===== src/rtl/serial_sub_pkg.sv =====
// Shared definitions for the bit-serial subtractor: FSM states, default width,
// and the bit-counter width helper.
package serial_sub_pkg;

   localparam int WIDTH_DEFAULT = 4;

   typedef enum logic [1:0] {
      IDLE  = 2'd0,
      SHIFT = 2'd1,
      DONE  = 2'd2
   } state_t;

   // A single-bit operand still needs a one-bit counter.
   function automatic int cnt_width(input int w);
      return (w > 1) ? $clog2(w) : 1;
   endfunction

   localparam int CNT_W_DEFAULT = cnt_width(WIDTH_DEFAULT);

endpackage


===== src/rtl/fsub1.sv =====
// One-bit full subtractor: d = x - y - bin, with borrow out.
module fsub1 (
   input  logic x,
   input  logic y,
   input  logic bin,
   output logic d,
   output logic bout
);

   assign d    = x ^ y ^ bin;
   assign bout = (~x & y) | (~(x ^ y) & bin);

endmodule


===== src/rtl/serial_sub4.sv =====
// Bit-serial subtractor, LSB first, one bit per clock through a single
// registered borrow; the result is published only once all bits are done.
import serial_sub_pkg::*;

module serial_sub4 #(
   parameter int WIDTH = WIDTH_DEFAULT
) (
   input  logic             clk,
   input  logic             rst,
   input  logic             start,
   input  logic [WIDTH-1:0] a,
   input  logic [WIDTH-1:0] b,
   output logic [WIDTH-1:0] diff,
   output logic             bout,
   output logic             busy,
   output logic             done
);

   localparam int CW = cnt_width(WIDTH);
   localparam logic [CW-1:0] LAST = CW'(WIDTH - 1);

   state_t           state_reg, state_next;
   logic [WIDTH-1:0] a_reg, b_reg, res_reg, full_res;
   logic [CW-1:0]    cnt_reg;
   logic             borrow_reg;
   logic [WIDTH-1:0] diff_reg;
   logic             bout_reg;
   logic             d_bit, borrow_bit;
   logic             accept, last_bit;

   fsub1 u_fsub1 (
      .x    (a_reg[cnt_reg]),
      .y    (b_reg[cnt_reg]),
      .bin  (borrow_reg),
      .d    (d_bit),
      .bout (borrow_bit)
   );

   assign accept   = (state_reg != SHIFT) && start;
   assign last_bit = (cnt_reg == LAST);

   // Partial result with the bit being computed this cycle merged in.
   always_comb begin
      full_res          = res_reg;
      full_res[cnt_reg] = d_bit;
   end

   always_comb begin
      state_next = state_reg;
      case (state_reg)
         IDLE, DONE: state_next = start ? SHIFT : IDLE;
         SHIFT:      state_next = last_bit ? DONE : SHIFT;
         default:    state_next = IDLE;
      endcase
   end

   always_ff @(posedge clk) begin
      if (rst) begin
         state_reg  <= IDLE;
         a_reg      <= '0;
         b_reg      <= '0;
         res_reg    <= '0;
         cnt_reg    <= '0;
         borrow_reg <= 1'b0;
         diff_reg   <= '0;
         bout_reg   <= 1'b0;
      end else begin
         state_reg <= state_next;
         if (accept) begin
            a_reg      <= a;
            b_reg      <= b;
            res_reg    <= '0;
            cnt_reg    <= '0;
            borrow_reg <= 1'b0;
         end else if (state_reg == SHIFT) begin
            res_reg    <= full_res;
            borrow_reg <= borrow_bit;
            cnt_reg    <= cnt_reg + 1'b1;
            // diff/bout only ever change here, so no partial result leaks out.
            if (last_bit) begin
               diff_reg <= full_res;
               bout_reg <= borrow_bit;
            end
         end
      end
   end

   assign diff = diff_reg;
   assign bout = bout_reg;
   assign busy = (state_reg == SHIFT);
   assign done = (state_reg == DONE);

endmodule


===== config.mk =====
export PLATFORM = sky130hd
export DESIGN_NAME = serial_sub4
export DESIGN_NICKNAME = d
export VERILOG_FILES = /design/src/rtl/serial_sub_pkg.sv /design/src/rtl/fsub1.sv /design/src/rtl/serial_sub4.sv
export SDC_FILE = /design/constraint.sdc
export NUM_CORES = 1
export LEC_CHECK = 0
export CORE_MARGIN = 2
export CORE_UTILIZATION = 50
export DETAILED_ROUTE_END_ITERATION = 7
export GPL_TIMING_DRIVEN = 0
export PLACE_DENSITY = 0.87
export SLEW_MARGIN = 20
export SYNTH_ARGS = -nofsm -noshare
export SYNTH_HDL_FRONTEND = slang
export SYNTH_SLANG_ARGS = --single-unit

===== constraint.sdc =====
create_clock -name clk -period 2.5 [get_ports clk]
set_clock_uncertainty 0.05 [all_clocks]
set_input_delay 0.5 -clock clk [delete_from_list [all_inputs] [get_ports clk]]
set_output_delay 0.5 -clock clk [all_outputs]
set_load 0.01 [all_outputs]

# Yosys cells after proc, flatten, opt, wreduce, memory -nomap -nowiden
# Cells that the tools add are included.
[totals]
register_bits = 22
inputBits = 11
out_inout_bits = 7
wordCells = 39
[op_classes]
addsub = 1
n_lt_le_gt_ge = 2
eq_ne = 4
n_mux = 10
bitwise_logic = 8
reduce_logical = 6
[op_table]
columns = ["op", "count"]
rows = [
  ["binary-select mux 1 bit (select 2 bit)", 2],
  ["bitwise mux 4 bit", 1],
  ["equality test 2 bit (second input constant)", 2],
  ["two-way mux 1 bit", 4],
  ["one-hot mux 2 bit (2 select lines)", 1],
  ["OR reduction 2 bit", 2],
  ["less-than comparator 2 x 3 -> 1 bit (second input constant)", 1],
  ["inverter 1 bit", 3],
  ["AND reduction 3 bit", 1],
  ["adder 2 x 1 -> 2 bit (second input constant)", 1],
  ["bitwise AND 1 bit", 2],
  ["demux 1 bit (select 2 bit)", 1],
  ["equality test 2 x 1 -> 1 bit (second input constant)", 1],
  [">= comparator 2 x 1 -> 1 bit (second input constant)", 1],
  ["logical AND 1 bit", 2],
  ["zero test 2 bit", 1],
  ["two-way mux 2 bit", 1],
  ["!= test 2 x 1 -> 1 bit (second input constant)", 1],
  ["bitwise XOR 1 bit", 2],
  ["OR 1 bit", 1],
]

# Logic depth before layout (Yosys ltp)
# Gate-level depths: netlist of run 1.
[depth]
ltp_word = 6
depth_mapped = 5
ltp_nobuf = 5

# Cells and area by module
# Synthesis of run 1 repeated with hierarchy kept, for this count alone.
[hier_totals]
hier_cells = 110
hier_area_um2 = 992.2
[modules_own_cells]
columns = ["module", "n_inst", "cells_each", "area_each_um2", "seq_area_each_um2"]
rows = [
  ["serial_sub4", 1, 106, 960.9, 420.4],
  ["fsub1", 1, 4, 31.3, 0.0],
]

# Worst setup path before layout of run 1
# No wires, ideal clock.
[synth_timing]
kind = "flip-flop to flip-flop"
start = "reg cnt_reg[0]"
end = "reg diff_reg[0], in the netlist diff[0]"
setup_time_ns = 0.132
arrival_time_ns = 1.804
required_time_ns = 2.318
setup_slack_ns = 0.514
stages_incl_launch_ff = 5
n_path_buf = 0
synth_period_minus_slack_ns = 1.986
path_cell_list = "dfxtp_1 mux4_2 fa_1 a211oi_1 nor3_1"
[synth_via]
elab_chain_len = 5
word_cells_on_any_way = 14
cone_classes = "2 x order compare; 1 x eq/ne; 7 x mux; 2 x bitwise; 2 x reduce/logical"
[synth_rtl]
columns = ["item", "line_no", "source"]
rows = [
  ["start: declaration", "serial_sub4.sv:24", "logic [CW-1:0] cnt_reg;"],
  ["start signal: assignment", "serial_sub4.sv:78", "cnt_reg <= cnt_reg + 1'b1;"],
  ["less-than comparator 2 x 3 -> 1 bit (not written as such) (tied with other cells)", "serial_sub4.sv:45", "full_res[cnt_reg] = d_bit;"],
  ["logical AND 1 bit (not written as such) (tied with other cells)", "serial_sub4.sv:45", ""],
  ["two-way mux 1 bit (not written as such) / bitwise XOR 1 bit (equally long branches)", "serial_sub4.sv:45, fsub1.sv:10", ""],
  ["demux 1 bit (select 2 bit) / bitwise XOR 1 bit (equally long branches)", "serial_sub4.sv:45, fsub1.sv:10", ""],
  ["bitwise mux 4 bit", "serial_sub4.sv:45", ""],
  ["end signal: assignment", "serial_sub4.sv:81", "diff_reg <= full_res;"],
  ["end: declaration", "serial_sub4.sv:26", "logic [WIDTH-1:0] diff_reg;"],
]
# Parallel ways exist; a longest one is shown, timed or not. The select of a mux whose other input is x is not followed.
# A chain may end at the register's enable or synchronous reset.

# Final worst setup path of run 1
# Ends and elaborated chain as after synthesis.

==> results_dict.tcl, run 1 <==
set metrics [dict create \
    status "finished, final reports clean" \
    fp.coreArea_mm2 0.00190 \
    min-delay-path-class "flip-flop to flip-flop" \
    wl_um 1970 \
    dr.pass1.iters 3 \
    post_cts_buffers 0 \
    drive_gt1_share_pct 10.9 \
    grt_pass1_vias 789 \
    syn_area_um2 981 \
    ys_top_cells_by_area "dfxtp_1 43%, nand3_1 7.1%, ha_1 5.1%, a21oi_1 4.6%, mux4_2 4.6%" \
    startpoint_type "flip-flop" \
    grt_overflow_total 0 \
    yosysWarnings 0 \
    layout.cells.most_common "dfxtp_1" \
    power_frac_comb_pct 16.1 \
    clk_pin_slew_ps 110 \
    yosysUniqueCellTypes 27 \
    p_per_area_mw_per_mm2 517 \
    portBuffers 16 \
    p_leak_nw 0.424 \
    gr-usage-all-layers_pct 20.7 \
    ys_seq_area_share_pct 42.9 \
    maxCapViolations 0 \
    fp.dieArea_mm2 0.00233 \
    synthCells 108 \
    root_buffer "clkbuf_4" \
    syn2layout_area_growth_pct 22.4 \
    ant_nets 0 \
    drc_errors 0 \
    post_cts_resize_count 0 \
    clock-sinks 21 \
    use_met2_pct 35.3 \
    avgRoutedWirePerCell_um 12.7 \
    syn_nets 124 \
    async_reset_ff_share_pct 0 \
    crit_required_ps 2630 \
    nets 145 \
    antenna_found_initial 0 \
    clock_latency_ps 300 \
    drt_first_iter_violations 8 \
    die_x_um 48.3 \
    synth-edff-count 0 \
    crit_fanout 7 \
    final-hold-violation-count 0 \
    worstMarginPinSlew_ps 463 \
    fin_crit_ps 2190 \
    clockPowerShare_pct 26.3 \
    row_count 16 \
    cts_tree "built" \
    fin_crit_sh_pct 87.4 \
    worstSetupPathType "flip-flop to flip-flop" \
    start_util_pct 51.6 \
    met1_usage_pct 25.6 \
    worstPathArrival_ps 2320 \
    fin_ws_ps 314 \
    setup_viol 0 \
    rsz0062_at_grt "no" \
    cts_buffer_depth 2 \
    reg2reg_slack_ps 310 \
    end_kind "flip-flop" \
    yosysTopAreaCell "dfxtp_1" \
    irDropWorstVdd_mv 0.370 \
    mostFrequentLayoutCells "21 x dfxtp_1, 16 x clkdlybuf4s50_1, 14 x nand3_1" \
    p_switching_w 0.000164 \
    clock.fmax_ghz 0.458 \
    htree_levels 1 \
    fin_tns_setup_ps 0 \
    grt_max_degree 12 \
    grt_pass1_wl_um 3330 \
    die_y_um 48.3 \
    p_int_w 0.000456 \
    busiest_layer "met2" \
    cts_buffers 3 \
    drv_slew 0 \
    p_sw_share_pct 26.5 \
    syn_area_per_cell_um2 9.08 \
    synth_seq_cells 21 \
    dr_total_vias 828 \
    pin_count 18 \
    dp_hpwl_um 1430 \
    dpl_worst_slack_ps 321 \
    diodes 0 \
    gp_congestion 0.803 \
    viasPerCell 5.34 \
    hold_buffers 0 \
    synthFlopType "dfxtp_1" \
    use_met3_pct 4.07 \
    maxSlewHeadroom_pct 69.2 \
    synth_top_area_share_pct 42.9 \
    p_seq_share_pct 57.6 \
]
==> critical path, stage by stage (launching register included) <==
cell,delay [ps]
dfxtp_1,530
mux4_2,570
fa_1,590
a211oi_1,250
nor3_1,70
==> path summary, 6_finish.rpt <==
kind                            cells after the start       to       start
worst max-delay path                                4  diff[0]  cnt_reg[0]
worst min-delay path                                2  diff[3]     diff[3]
worst max register to register                      4  diff[0]  cnt_reg[0]
worst min register to register                      2  diff[3]     diff[3]
==> cells by family (layout without fill, tap and decap cells) <==
| logic type | count (synthesis) | after routing | share of synthesized area (%) |
|---|---|---|---|
| DFF | 21 | 21 | 42.9 |
| AOI/OAI and AO/OA | 26 | 26 | 16.1 |
| muxes | 3 | 3 | 5.61 |
| xor gates and xnor gates | 1 | 1 | 0.893 |
| and+or+nand+nor | 39 | 39 | 20.7 |
| buffers and inverters | 13 | 33 | 6.76 |
| adders and majority gates | 5 | 5 | 7.14 |
==> power by group through the flow <==
stage / logic, W / clock network, W / registers (W)
global placement: 0.0000950 / 0 / 0.000364
floorplan: 0.0000669 / 0 / 0.000362
detailed placement: 0.0000995 / 0 / 0.000365
finish: 0.000100 / 0.000164 / 0.000357
global route: 0.000111 / 0.000183 / 0.000360
CTS: 0.0000998 / 0.000165 / 0.000357
==> area by class of cell <==
type	count	area [um2]
Multi-Input combinational cell	74	494
Clock buffer	4	26.3
Sequential cell	21	420
Timing Repair Buffer	16	160
Fill cell	167	701
Inverter	6	27.5
Buffer	7	38.8
Tap cell	27	33.8
==> per-layer routing <==
| layer | vias up | part of all wire [%] |
|---|---|---|
| li1 | 422 | - |
| met2 | 18 | 51 |
| met5 | - | 0 |
| met3 | 2 | 3.9 |
| met4 | 0 | 0.92 |
| met1 | 386 | 45 |
==> stage by stage <==
step / std cells / instance area [um2] / hold slack, ps / utilization [%] / total power [W]
final: 155 / 1200 / 413 / 63.2 / 0.000621
after global routing: 155 / 1200 / 426 / 63.2 / 0.000655
after CTS: 155 / 1200 / 417 / 63.2 / 0.000622
after detailed placement: 151 / 1170 / 400 / 61.8 / 0.000464
after global placement: 151 / 1170 / 394 / 61.8 / 0.000459
after floorplan: 108 / 981 / 401 / - / 0.000429
==> cell usage after synthesis, drive strengths merged (2+ instances only) <==
cell,instances
dfxtp,21
nand3,14
a21oi,9
nor2,8
o21ai,8
buf,5
inv,5
nand2,5
nor3,5
a211oi,4
ha,4
a31oi,3
nor2b,3
clkbuf,2
mux4,2
Note: power is estimated with default switching activity, not from simulation.
==> inputs of run 2 (changes only) <==
- SKIP_CTS_REPAIR_TIMING: not set -> 1
- TNS_END_PERCENT: not set -> 1
==> results of run 2 <==
The final DEF is identical to that of run 1; final timing and power are the same.
